File: src/rtl/dma_addr_gen_pkg.sv
// dma_addr_gen_pkg: mode codes and FSM states shared by the DMA address generator
package dma_addr_gen_pkg;
  typedef enum logic [1:0] {MODE_WC_DOWN = 2'b00, MODE_WC_UP = 2'b01, MODE_ADDR_CMP = 2'b10, MODE_FREE = 2'b11} mode_t;
  typedef enum logic [1:0] {S_IDLE = 2'b00, S_RUN = 2'b01, S_DONE = 2'b10} state_t;
endpackage

File: src/rtl/dma_addr_gen_if.sv
// dma_addr_gen_if: control/status bus of the DMA address generator
interface dma_addr_gen_if import dma_addr_gen_pkg::*; #(parameter int AW = 16, parameter int WCW = 16);
  logic [AW-1:0] data_in;
  logic load_addr, load_wc, dir, start, reinit, step, aci;
  mode_t mode;
  logic [AW-1:0] addr_out;
  logic [WCW-1:0] wc_out;
  logic aco, busy, done;
  modport master(output data_in, load_addr, load_wc, mode, dir, start, reinit, step, aci,
                 input addr_out, wc_out, aco, busy, done);
  modport slave(input data_in, load_addr, load_wc, mode, dir, start, reinit, step, aci,
                output addr_out, wc_out, aco, busy, done);
endinterface

File: src/rtl/dma_addr_gen_updown_counter.sv
// dma_updown_counter: loadable up/down counter with terminal-count flag for the next step direction
module dma_updown_counter #(parameter int W = 16) (
  input  logic         clk,
  input  logic         res,
  input  logic         load,
  input  logic [W-1:0] data,
  input  logic         en,
  input  logic         up,
  output logic [W-1:0] q,
  output logic         tc
);
  assign tc = up ? &q : ~|q;
  always_ff @(posedge clk) begin
    if (res) q <= '0;
    else if (load) q <= data;
    else if (en) q <= up ? q + 1'b1 : q - 1'b1;
  end
endmodule

File: src/rtl/dma_addr_gen.sv
// dma_addr_gen: DMA address/word-count generator with termination modes; AUTO_REINIT_EN selects circular-buffer reload
module dma_addr_gen import dma_addr_gen_pkg::*; #(parameter int AW = 16, parameter int WCW = 16) (
  input logic clk,
  input logic res,
  dma_addr_gen_if.slave bus
);
  logic [AW-1:0] addr_reg, addr_q, addr_nx;
  logic [WCW-1:0] wc_reg, wc_q;
  logic addr_tc, wc_tc, any_load, rein, acc, term, reload, pulse_q;
  state_t state, state_nx;
  mode_t mode_q;
  assign any_load = bus.load_addr | bus.load_wc;
  assign rein = bus.reinit & ~any_load;
  assign acc = (state == S_RUN) & bus.step & bus.aci & ~any_load & ~bus.reinit;
  assign addr_nx = bus.dir ? addr_q + 1'b1 : addr_q - 1'b1;
  assign term = mode_q == MODE_WC_DOWN  ? wc_q == WCW'(1) :
                mode_q == MODE_WC_UP    ? wc_tc :
                mode_q == MODE_ADDR_CMP ? addr_nx == AW'(wc_reg) : 1'b0;
`ifdef AUTO_REINIT_EN
  assign reload = acc & term;
`else
  assign reload = 1'b0;
`endif
  dma_updown_counter #(.W(AW)) u_addr (
    .clk(clk), .res(res),
    .load(bus.load_addr | rein | reload),
    .data(bus.load_addr ? bus.data_in : addr_reg),
    .en(acc), .up(bus.dir), .q(addr_q), .tc(addr_tc)
  );
  dma_updown_counter #(.W(WCW)) u_wc (
    .clk(clk), .res(res),
    .load(bus.load_wc | rein | reload),
    .data(bus.load_wc ? bus.data_in[WCW-1:0] : wc_reg),
    .en(acc & (mode_q == MODE_WC_DOWN || mode_q == MODE_WC_UP)),
    .up(mode_q == MODE_WC_UP), .q(wc_q), .tc(wc_tc)
  );
  always_comb begin
    state_nx = (any_load | bus.reinit)          ? S_IDLE :
               (state == S_IDLE && bus.start)   ? S_RUN  :
               (acc && term && !reload)         ? S_DONE : state;
  end
  always_ff @(posedge clk) begin
    if (res) begin
      state <= S_IDLE;
      mode_q <= MODE_WC_DOWN;
      addr_reg <= '0;
      wc_reg <= '0;
      pulse_q <= 1'b0;
    end else begin
      state <= state_nx;
      pulse_q <= reload;
      if (state == S_IDLE && bus.start && !any_load && !bus.reinit) mode_q <= bus.mode;
      if (bus.load_addr) addr_reg <= bus.data_in;
      if (bus.load_wc) wc_reg <= bus.data_in[WCW-1:0];
    end
  end
  assign bus.addr_out = addr_q;
  assign bus.wc_out = wc_q;
  assign bus.busy = state == S_RUN;
  assign bus.done = (state == S_DONE) | pulse_q;
  assign bus.aco = bus.busy & bus.step & bus.aci & addr_tc;
endmodule

File: src/flat_wrapper.sv
// flat-port wrapper written by rule: the top's interface ports become plain ports
module dma_addr_gen_flat import dma_addr_gen_pkg::*;
#(parameter int AW = 16, parameter int WCW = 16)
  (clk, res, bus_data_in, bus_load_addr, bus_load_wc, bus_mode, bus_dir, bus_start, bus_reinit, bus_step, bus_aci, bus_addr_out, bus_wc_out, bus_aco, bus_busy, bus_done);
  dma_addr_gen_if #(.AW(AW), .WCW(WCW)) bus_i ();
  input logic clk;
  input logic res;
  input wire logic [$bits(bus_i.data_in)-1:0] bus_data_in;
  input wire logic [$bits(bus_i.load_addr)-1:0] bus_load_addr;
  input wire logic [$bits(bus_i.load_wc)-1:0] bus_load_wc;
  input wire logic [$bits(bus_i.mode)-1:0] bus_mode;
  input wire logic [$bits(bus_i.dir)-1:0] bus_dir;
  input wire logic [$bits(bus_i.start)-1:0] bus_start;
  input wire logic [$bits(bus_i.reinit)-1:0] bus_reinit;
  input wire logic [$bits(bus_i.step)-1:0] bus_step;
  input wire logic [$bits(bus_i.aci)-1:0] bus_aci;
  output wire logic [$bits(bus_i.addr_out)-1:0] bus_addr_out;
  output wire logic [$bits(bus_i.wc_out)-1:0] bus_wc_out;
  output wire logic [$bits(bus_i.aco)-1:0] bus_aco;
  output wire logic [$bits(bus_i.busy)-1:0] bus_busy;
  output wire logic [$bits(bus_i.done)-1:0] bus_done;
  assign bus_i.data_in = bus_data_in;
  assign bus_i.load_addr = bus_load_addr;
  assign bus_i.load_wc = bus_load_wc;
  assign bus_i.mode = bus_mode;
  assign bus_i.dir = bus_dir;
  assign bus_i.start = bus_start;
  assign bus_i.reinit = bus_reinit;
  assign bus_i.step = bus_step;
  assign bus_i.aci = bus_aci;
  assign bus_addr_out = bus_i.addr_out;
  assign bus_wc_out = bus_i.wc_out;
  assign bus_aco = bus_i.aco;
  assign bus_busy = bus_i.busy;
  assign bus_done = bus_i.done;
  dma_addr_gen #(.AW(AW), .WCW(WCW)) u_core (.clk(clk), .res(res), .bus(bus_i));
endmodule
File: config.mk
export PLATFORM = sky130hd
export DESIGN_NAME = dma_addr_gen_flat
export DESIGN_NICKNAME = d
export VERILOG_FILES = /design/src/rtl/dma_addr_gen_pkg.sv /design/src/rtl/dma_addr_gen_if.sv /design/src/rtl/dma_addr_gen_updown_counter.sv /design/src/rtl/dma_addr_gen.sv /design/src/flat_wrapper.sv
export SDC_FILE = /design/constraint.sdc
export NUM_CORES = 1
export LEC_CHECK = 0
export CORE_ASPECT_RATIO = 0.7
export CORE_MARGIN = 8
export CORE_UTILIZATION = 52
export CTS_CLUSTER_SIZE = 12
export DETAILED_ROUTE_END_ITERATION = 8
export PLACE_DENSITY = 0.82
export REMOVE_ABC_BUFFERS = 1
export SYNTH_ARGS = -nofsm -noshare
export SYNTH_HDL_FRONTEND = slang
export SYNTH_HIERARCHICAL = 1
export SYNTH_SLANG_ARGS = --single-unit
File: constraint.sdc
create_clock -name clk -period 2.67 [get_ports clk]
set_input_delay 0.4005 -clock clk [delete_from_list [all_inputs] [get_ports clk]]
set_output_delay 0.4005 -clock clk [all_outputs]
set_load 0.005 [all_outputs]
==> flow_summary.yaml <==
run_status:
  status: "completed"
drt:
  drt_drc_violations_left: 0
  drt_wl_total_um: 20600
  drt-vias-per-instance: 6.03
  ant_nets: 0
  via_count: 6270
  wl_per_cell_um: 19.8
  drt-pass1-iter-count: 6
  drtIter0Drc: 680
critical_path:
  critPathRequiredTime_ns: 2.27
  r2r_end: "u_core/state[1]"
  crit_path_start_kind: "flip-flop"
  path_max_fanout: 6
  cp_num_cells: 5
  critPathLaunch: "u_core/u_addr/q[8]"
  endpoint: "bus_aco"
  path_cells: "nor4_1, nand4_1, o31ai_2, and2_1, clkdlybuf4s50_1"
  crit_type: "flip-flop to primary output"
  path_buf_inv: 1
  ff2ff_path_depth: 12
  r2r_slack_ns: 0.07
  endpoint_kind: "primary output"
  crit_family: "simple AND/OR/NAND/NOR gates"
  arrival_ns: 2.23
  crit_slowest_cell: "clkdlybuf4s50_1"
  r2r-start: "u_core/u_wc/q[10]"
  cp_slowest_stage_delay_ns: 0.51
min_path:
  min_path_type: "primary input to flip-flop"
  hold_path_depth: 2
floorplanning:
  die_y_um: 104
  io-pin-count: 62
  die-area_mm2: 0.0147
  start_util_pct: 52.9
  num_rows: 32
  die_w_um: 142
  core_area_mm2: 0.0109
sta:
  finalHoldViolations: 0
  maxSlewViolCount: 0
  worst_pin_slew_ns: 0.522
  layout_setup_ws_ns: 0.0364
  finalSetupViolations: 0
  max_freq_mhz: 380
  fin_crit_ns: 2.63
  fin_crit_sh_pct: 98.6
  finClkSkew_ns: 0.00504
  slew_headroom_pct: 65.2
cts:
  htreeDepth: 3
  cts_tree: "yes"
  clock_path_buffers: 2
  clk_latency_ns: 0.34
  cts.clk_slew.worst_paths_ns: 0.06
  cts_made_buffers: 9
  cts_root_buf: "clkbuf_16"
  clock_sinks: 68
  ctsHoldBuffers: 0
grt:
  antenna_found_initial: 0
  track_usage_pct: 26.8
  grt_pass1_wl_um: 31500
  grt_start_max_net_pins: 30
  grt_pass1_vias: 5821
  overflow: 0
synth:
  synth_most_common_cell: "dfxtp_1"
  synth_area_leader_cell: "dfxtp_1"
  syn_area_per_cell_um2: 8.30
  synth-edff-count: 0
  synthesis.area_mm2: 0.00576
  netlist_top_cells_count: "dfxtp_1 (68), a21oi_1 (59), nor2_1 (46)"
  ys.flop_type: "dfxtp_1"
  ys_seq_area_share_pct: 23.6
  synthTopCellsByArea: "dfxtp_1 (24%), ha_1 (9.1%), mux2_2 (7.0%), a21oi_1 (5.1%), nor2b_1 (4.7%)"
  synthCells: 694
  synth_top_area_share_pct: 23.6
  ys_ff_latch: 68
  ys_types: 68
  synthArstFlopShare_pct: 0
  yosysWarnings: 6
power:
  cellPowerDensity_mw_per_mm2: 475
  power.leakage_nw: 3.44
  ir_drop_uv: 389
finish:
  drive_gt1_share_pct: 30.8
  diodes: 0
  nets: 953
  fin_util_pct: 73.6
  n_fill_cell: 819
  area_growth_pct: 39.1
placed_design:
  place_ws_ns: -0.544
  io_buffers: 61
  routabilityCongestion: 0.970
  hpwlAfterDp_um: 15700
run:
  drv_cap: 0
-- stage by stage --
| step | setup TNS (ns) | hold slack [ns] | instances | cell area, µm² | power [mW] |
|---|---|---|---|---|---|
| 3_3_place_gp | -3.96 | 0.545 | 1018 | 7470 | 2.48 |
| 4_1_cts | 0 | 0.482 | 1036 | 7860 | 3.73 |
| 3_5_place_dp | -4.88 | 0.561 | 1018 | 7470 | 2.50 |
| 2_1_floorplan | -2.31 | 0.463 | 656 | 5550 | 1.88 |
| 5_1_grt | -0.120 | 0.511 | 1039 | 8010 | 3.97 |
| 6_report | 0 | 0.503 | 1039 | 8010 | 3.80 |
-- area by class of cell --
cell class | count | area [µm²] | area share [%]
Clock inverter | 7 | 73.8 | 0.922
Inverter | 26 | 110 | 1.37
Timing Repair Buffer | 214 | 1790 | 22.4
Clock buffer | 9 | 225 | 2.81
Multi-Input combinational cell | 562 | 4240 | 53.0
Sequential cell | 68 | 1380 | 17.2
Tap cell | 153 | 191 | 2.39
-- worst min-delay path by stage --
stage                                 from           endpoint  slack (ns)
after global routing                   res  u_core/wc_reg[13]        0.51
after floorplan           u_core/mode_q[0]   u_core/mode_q[0]        0.46
final                                  res  u_core/wc_reg[13]        0.50
after global placement     u_core/state[1]    u_core/state[1]        0.54
after CTS                              res  u_core/wc_reg[13]        0.48
after detailed placement   u_core/state[1]    u_core/state[1]        0.56
-- kinds of logic after synthesis --
logic type,count (synthesis),synth area share [%]
AND/OR/NAND/NOR,236,22.2
AO/OA/AOI/OAI,195,23.9
adder cells (fa/ha/maj),45,10.2
flip-flops,68,23.6
buffers and inverters,64,5.39
multiplexers,40,7.74
XOR/XNOR,46,7.00
-- repair_timing --
item | 4_1_cts | 5_1_grt
gates resized for setup | 14 | 36
gates cloned | 0 | 0
endpoints found under the setup margin | 13 | 14
buffers inserted | 2 | 3
pin swaps | 4 | 11
-- per-layer routing --
metal | vias to the layer above | global-route usage [%] | routed length [µm]
met4 | 0 | 5.35 | 274
li1 | 2956 | - | -
met5 | - | 0 | 0
met2 | 310 | 38.3 | 8650
met1 | 2973 | 38.7 | 9720
met3 | 31 | 7.84 | 1930
-- worst reg2reg max path: stages (launching register included) --
cell,delay (ns)
dfxtp_1,0.44
nand4_1,0.21
nor4_2,0.35
nand3_1,0.14
o31ai_2,0.08
buf_4,0.17
a21oi_1,0.07
a221oi_2,0.30
o211a_1,0.21
o211ai_1,0.12
nor4_2,0.26
nand4b_1,0.13
nand2_1,0.07
-- placed cells by master, fill, tap and decap left out, types with 5 or more instances in the layout --
cell type and instances:
a211o_1 6, a21o_1 18, a21oi_1 54, a21oi_2 9, a221oi_1 7, a31oi_1 7, and3_1 6, buf_4 149
clkbuf_16 9, clkdlybuf4s50_1 59, dfxtp_1 58, dfxtp_2 9, ha_1 39, inv_1 22, mux2_2 36, nand2_1 39
nand3_1 12, nand4_1 18, nor2_1 46, nor2b_1 41, nor3_1 12, nor3b_1 19, nor4_1 9, nor4_2 5
o21a_1 7, o21ai_0 13, o21ai_1 5, o22ai_1 13, o31ai_1 7, or3_1 8, xnor2_1 29, xor2_1 16
-- power breakdown --
group | internal (mW) | total, mW | switching [mW]
clock network | 0.727 | 1.20 | 0.477
logic | 0.734 | 1.44 | 0.711
registers | 1.08 | 1.16 | 0.0783
total | 2.54 | 3.80 | 1.27
No activity file was read; power rests on OpenSTA's default activity.
